==> src/rtl/rom_arbiter.sv <==
// Two-port round-robin arbiter that shares one registered-read ROM.
// The winner gets one burst of 1..4 consecutive reads, and the read address wraps at the top of the ROM.
module rom_arbiter #(
  parameter int ADDR_W = 7,
  parameter int DATA_W = 32
) (
  input  logic              clka,
  input  logic              rsta,
  input  logic              p0_req,
  input  logic [ADDR_W-1:0] p0_addr,
  input  logic [1:0]        p0_len,
  output logic              p0_gnt,
  output logic              p0_valid,
  input  logic              p1_req,
  input  logic [ADDR_W-1:0] p1_addr,
  input  logic [1:0]        p1_len,
  output logic              p1_gnt,
  output logic              p1_valid,
  output logic [DATA_W-1:0] rdata,
  output logic [ADDR_W-1:0] rom_addra,
  input  logic [DATA_W-1:0] rom_douta,
  output logic              busy
);

  typedef enum logic {
    IDLE  = 1'b0,
    BURST = 1'b1
  } state_t;

  state_t            r_state;
  state_t            w_next;
  logic              r_owner;     // 0 = p0, 1 = p1
  logic              r_prio_p1;   // 1 when p1 wins a tie
  logic [1:0]        r_len;
  logic [1:0]        r_cnt;
  logic [ADDR_W-1:0] r_addr;
  logic [1:0]        r_gnt;
  logic [1:0]        r_valid;

  logic w_grant0;
  logic w_grant1;
  logic w_last_beat;

  assign w_grant0    = (r_state == IDLE) && p0_req && (!p1_req || !r_prio_p1);
  assign w_grant1    = (r_state == IDLE) && p1_req && (!p0_req ||  r_prio_p1);
  assign w_last_beat = (r_state == BURST) && (r_cnt == r_len);

  // NOTE: sequential state uses non-blocking (<=) so every register samples pre-edge values.
  always_ff @(posedge clka) begin
    if (rsta) r_state <= IDLE;
    else      r_state <= w_next;
  end

  // NOTE: default assignment first so no path through this block can infer a latch.
  always_comb begin
    w_next = r_state;
    case (r_state)
      IDLE:    if (w_grant0 || w_grant1) w_next = BURST;
      BURST:   if (w_last_beat)          w_next = IDLE;
      default: w_next = IDLE;
    endcase
  end

  always_ff @(posedge clka) begin
    if (rsta) begin
      r_owner   <= 1'b0;
      r_prio_p1 <= 1'b0;
      r_len     <= '0;
      r_cnt     <= '0;
      r_addr    <= '0;
      r_gnt     <= '0;
      r_valid   <= '0;
    end else begin
      r_gnt <= {w_grant1, w_grant0};
      // Every BURST cycle issues one beat, and the owner's valid follows one cycle later.
      r_valid <= {(r_state == BURST) &&  r_owner,
                  (r_state == BURST) && !r_owner};
      if (w_grant0 || w_grant1) begin
        r_owner   <= w_grant1;
        r_prio_p1 <= w_grant0;
        r_len     <= w_grant1 ? p1_len  : p0_len;
        r_addr    <= w_grant1 ? p1_addr : p0_addr;
        r_cnt     <= '0;
      end else if ((r_state == BURST) && !w_last_beat) begin
        r_addr <= r_addr + ADDR_W'(1);
        r_cnt  <= r_cnt + 2'd1;
      end
    end
  end

  always_comb begin
    busy      = (r_state == BURST);
    p0_gnt    = r_gnt[0];
    p1_gnt    = r_gnt[1];
    p0_valid  = r_valid[0];
    p1_valid  = r_valid[1];
    rom_addra = r_addr;
    rdata     = rom_douta;
  end

endmodule

==> config.mk <==
export PLATFORM = sky130hd
export DESIGN_NAME = rom_arbiter
export DESIGN_NICKNAME = d
export VERILOG_FILES = /design/src/rtl/rom_arbiter.sv
export SDC_FILE = /design/constraint.sdc
export NUM_CORES = 1
export LEC_CHECK = 0
export BUFFER_PORTS_ARGS = -buffer_cell sky130_fd_sc_hd__clkbuf_2
export CAP_MARGIN = 20
export CORE_UTILIZATION = 41
export DETAILED_ROUTE_END_ITERATION = 8
export GPL_TIMING_DRIVEN = 0
export PLACE_DENSITY = 0.84
export SKIP_LAST_GASP = 1
export SLEW_MARGIN = 20
export SYNTH_ARGS = -nofsm -noshare
export SYNTH_HDL_FRONTEND = slang
export SYNTH_SLANG_ARGS = --single-unit
==> constraint.sdc <==
create_clock -name clka -period 3.6 [get_ports clka]
set_clock_uncertainty 0.2 [all_clocks]
set_input_delay 0.18 -clock clka [delete_from_list [all_inputs] [get_ports clka]]
set_output_delay 0.18 -clock clka [all_outputs]
set_load 0.02 [all_outputs]
==> metrics.txt <==
CTS Sinks 18; Pwr Density 350 nW/um2; pin count of the biggest net entering global routing 11; post-synth top area share 29.8%; hold_buf cts 0; TritonCTS clock tree done; H-tree depth 1; Critical R2R Capture rom_addra[2]; CTS Root Cell clkbuf_4; post-route setup TNS 0 ns; ys async rst share 0%; Synthesized Nets between 150 and 200; worst slew pin tran 0.449 ns; crit path kind reg2reg; first drt pass iteration count 4; gr ovfl total 0; CP startpoint kind register; Post-synth top cells buf_4, dfxtp_1, nor2_1; # DRC 0; Final setup viols 0; fmax 613 MHz; post-route cell area 1600 um2; CP required between 3 and 4 ns; Critical Path End rom_addra[2]; vias in the first global route around 1000; r2r setup slk 1.97 ns; Routed Antenna Nets 0; die height 56.3 um; DRT Wirelength 2700 um; Longest Clk Path Bufs 2; wire per inst 11.4 um; Max Cap Violations 0; Final nets 262; die area 3170 um2; Syn Area/Cell 8.70 um2; first-pass GRT wire length a little over 4000 um; global placer's final weighted congestion 0.791; register area share after synthesis 29.8%; post-synthesis cell count between 100 and 150; leak pwr 0.862 nW; DR iter-0 viols just under 60; clk_lat worst skew 0.29 ns; most common cell in the netlist buf_4; Yosys warnings 0; Area Growth Syn to Fin 32.3%; Max-Slew Margin vs Limit 70.1%; Worst Reg-to-Reg Cells 5; max-slew violations 0; leading area contributor after synthesis dfxtp_1; fin crit share between 40% and 50%; Critical Path Sink Type register; via count ~1200; minimum clock period approximately 1.6 ns; Post-synth EDFFs 0; ANT cells 0; VDD IR max 336 uV; layout cells sized above 1 a little over half; Cell Area, Synth 1210 um2; HP Class in2reg; Clock transition at path regs 0.10 ns; hpwl dp around 2200 um; initial antenna violation count 0; crit path max fanout 7; Fill cells ~270; Starting Density 43.5%; top cells by area, synth dfxtp_1, buf_4, a211oi_1, nor2_1, a32oi_1; Worst Setup SP r_prio_p1; Ports between 90 and 100; dpl ws 2.01 ns; ys flop type dfxtp_1; Core Area roughly 2800 um2; synthesized flop and latch total 18; placed inst area 1560 um2; via/cell ratio around 5.2; std cell rows 19; setup repair bufs after CTS 0; PortBufs 63; post-synth cell types 39; origin of the critical flop-to-flop path r_prio_p1; Hold Vio Cnt, Final 0; DIE WIDTH 56.3 um; Multi-input gate area 562 um2; RSZ-0062 raised after global routing no; FF/Latch Area 360 um2; outcome complete, no violations; Critical Path AT 1.61 ns; PostCTS Resize Cnt 0; Num CTS Buffers 3; final worst slack 1.97 ns; gr usage total between 10% and 20%
-- state kept, by name (all words and copies together) (netlist names) --
signal     count
busy           1
r_cnt          2
r_gnt          2
r_len          2
r_owner        1
r_prio_p1      1
r_valid        2
rom_addra      7
-- logic make-up after synthesis --
kind of cell | synth area share, %
buffers and inverters | 23.7
AO/OA/AOI/OAI | 23.8
AND/OR/NAND/NOR | 14.8
flip-flops | 29.8
XOR/XNOR | 4.35
multiplexers | 2.48
adder cells (fa/ha/maj) | 1.04
-- report_power, final --
group          switching, mW  leakage, nW  total (mW)  internal, mW
Combinational          0.113        0.693       0.201        0.0880
Clock                 0.0605       0.0210       0.122        0.0617
Sequential            0.0200        0.148       0.237         0.217
Total                  0.194        0.862       0.560         0.366
-- layout make-up --
class                      count  area share [%]
sequential                    18            22.5
timing repair buffer          63            19.7
tap                           31            2.43
buffer                        38            16.7
inverter                       5            1.17
multi-input combinational     78            35.1
clock buffer                   4            2.27
-- worst max-delay path, cell delays in order (launching register included) --
cell	delay (ns)
dfxtp_1	0.38
nand2b_1	0.11
buf_2	0.16
nand3_2	0.20
a211oi_1	0.37
nor3_1	0.10
-- per-stage QoR --
stage | power [mW] | hold WS, ns | std cells | util, %
floorplan | 0.383 | 0.201 | 139 | -
global placement | 0.438 | 0.237 | 233 | 56.2
detailed placement | 0.441 | 0.233 | 233 | 56.2
CTS | 0.563 | 0.0133 | 237 | 57.5
global route | 0.585 | 0.0205 | 237 | 57.5
finish | 0.560 | 0.00689 | 237 | 57.5
-- how the worst min path moves through the flow --
stage,end,depth (start not counted),start
final,r_len[0],3,p1_len[0]
after global placement,r_valid[0],1,r_owner
after floorplan,busy,2,p0_req
after global routing,r_len[1],3,p1_len[1]
after CTS,rom_addra[1],3,p1_addr[1]
after detailed placement,r_valid[0],1,r_owner
-- routing by layer --
metal	track usage, %	share of wire (%)
met5	0	0
met4	5.23	1.6
met3	3.00	8.6
met2	28.4	48
met1	18.8	42
-- placed cells by master, fill, tap and decap left out, drive strengths merged, types with 2 or more instances in the layout --
master / count
clkbuf: 69
buf: 36
dfxtp: 18
nor2: 10
nor3: 7
a211oi: 7
inv: 5
xnor2: 4
a32oi: 4
a21oi: 4
nand3: 4
mux2i: 3
o211a: 3
and3: 3
a31oi: 3
o21ai: 3
nand2b: 2
xor2: 2
nand2: 2
nor3b: 2
o21bai: 2
Note: power is estimated with default switching activity, not from simulation.
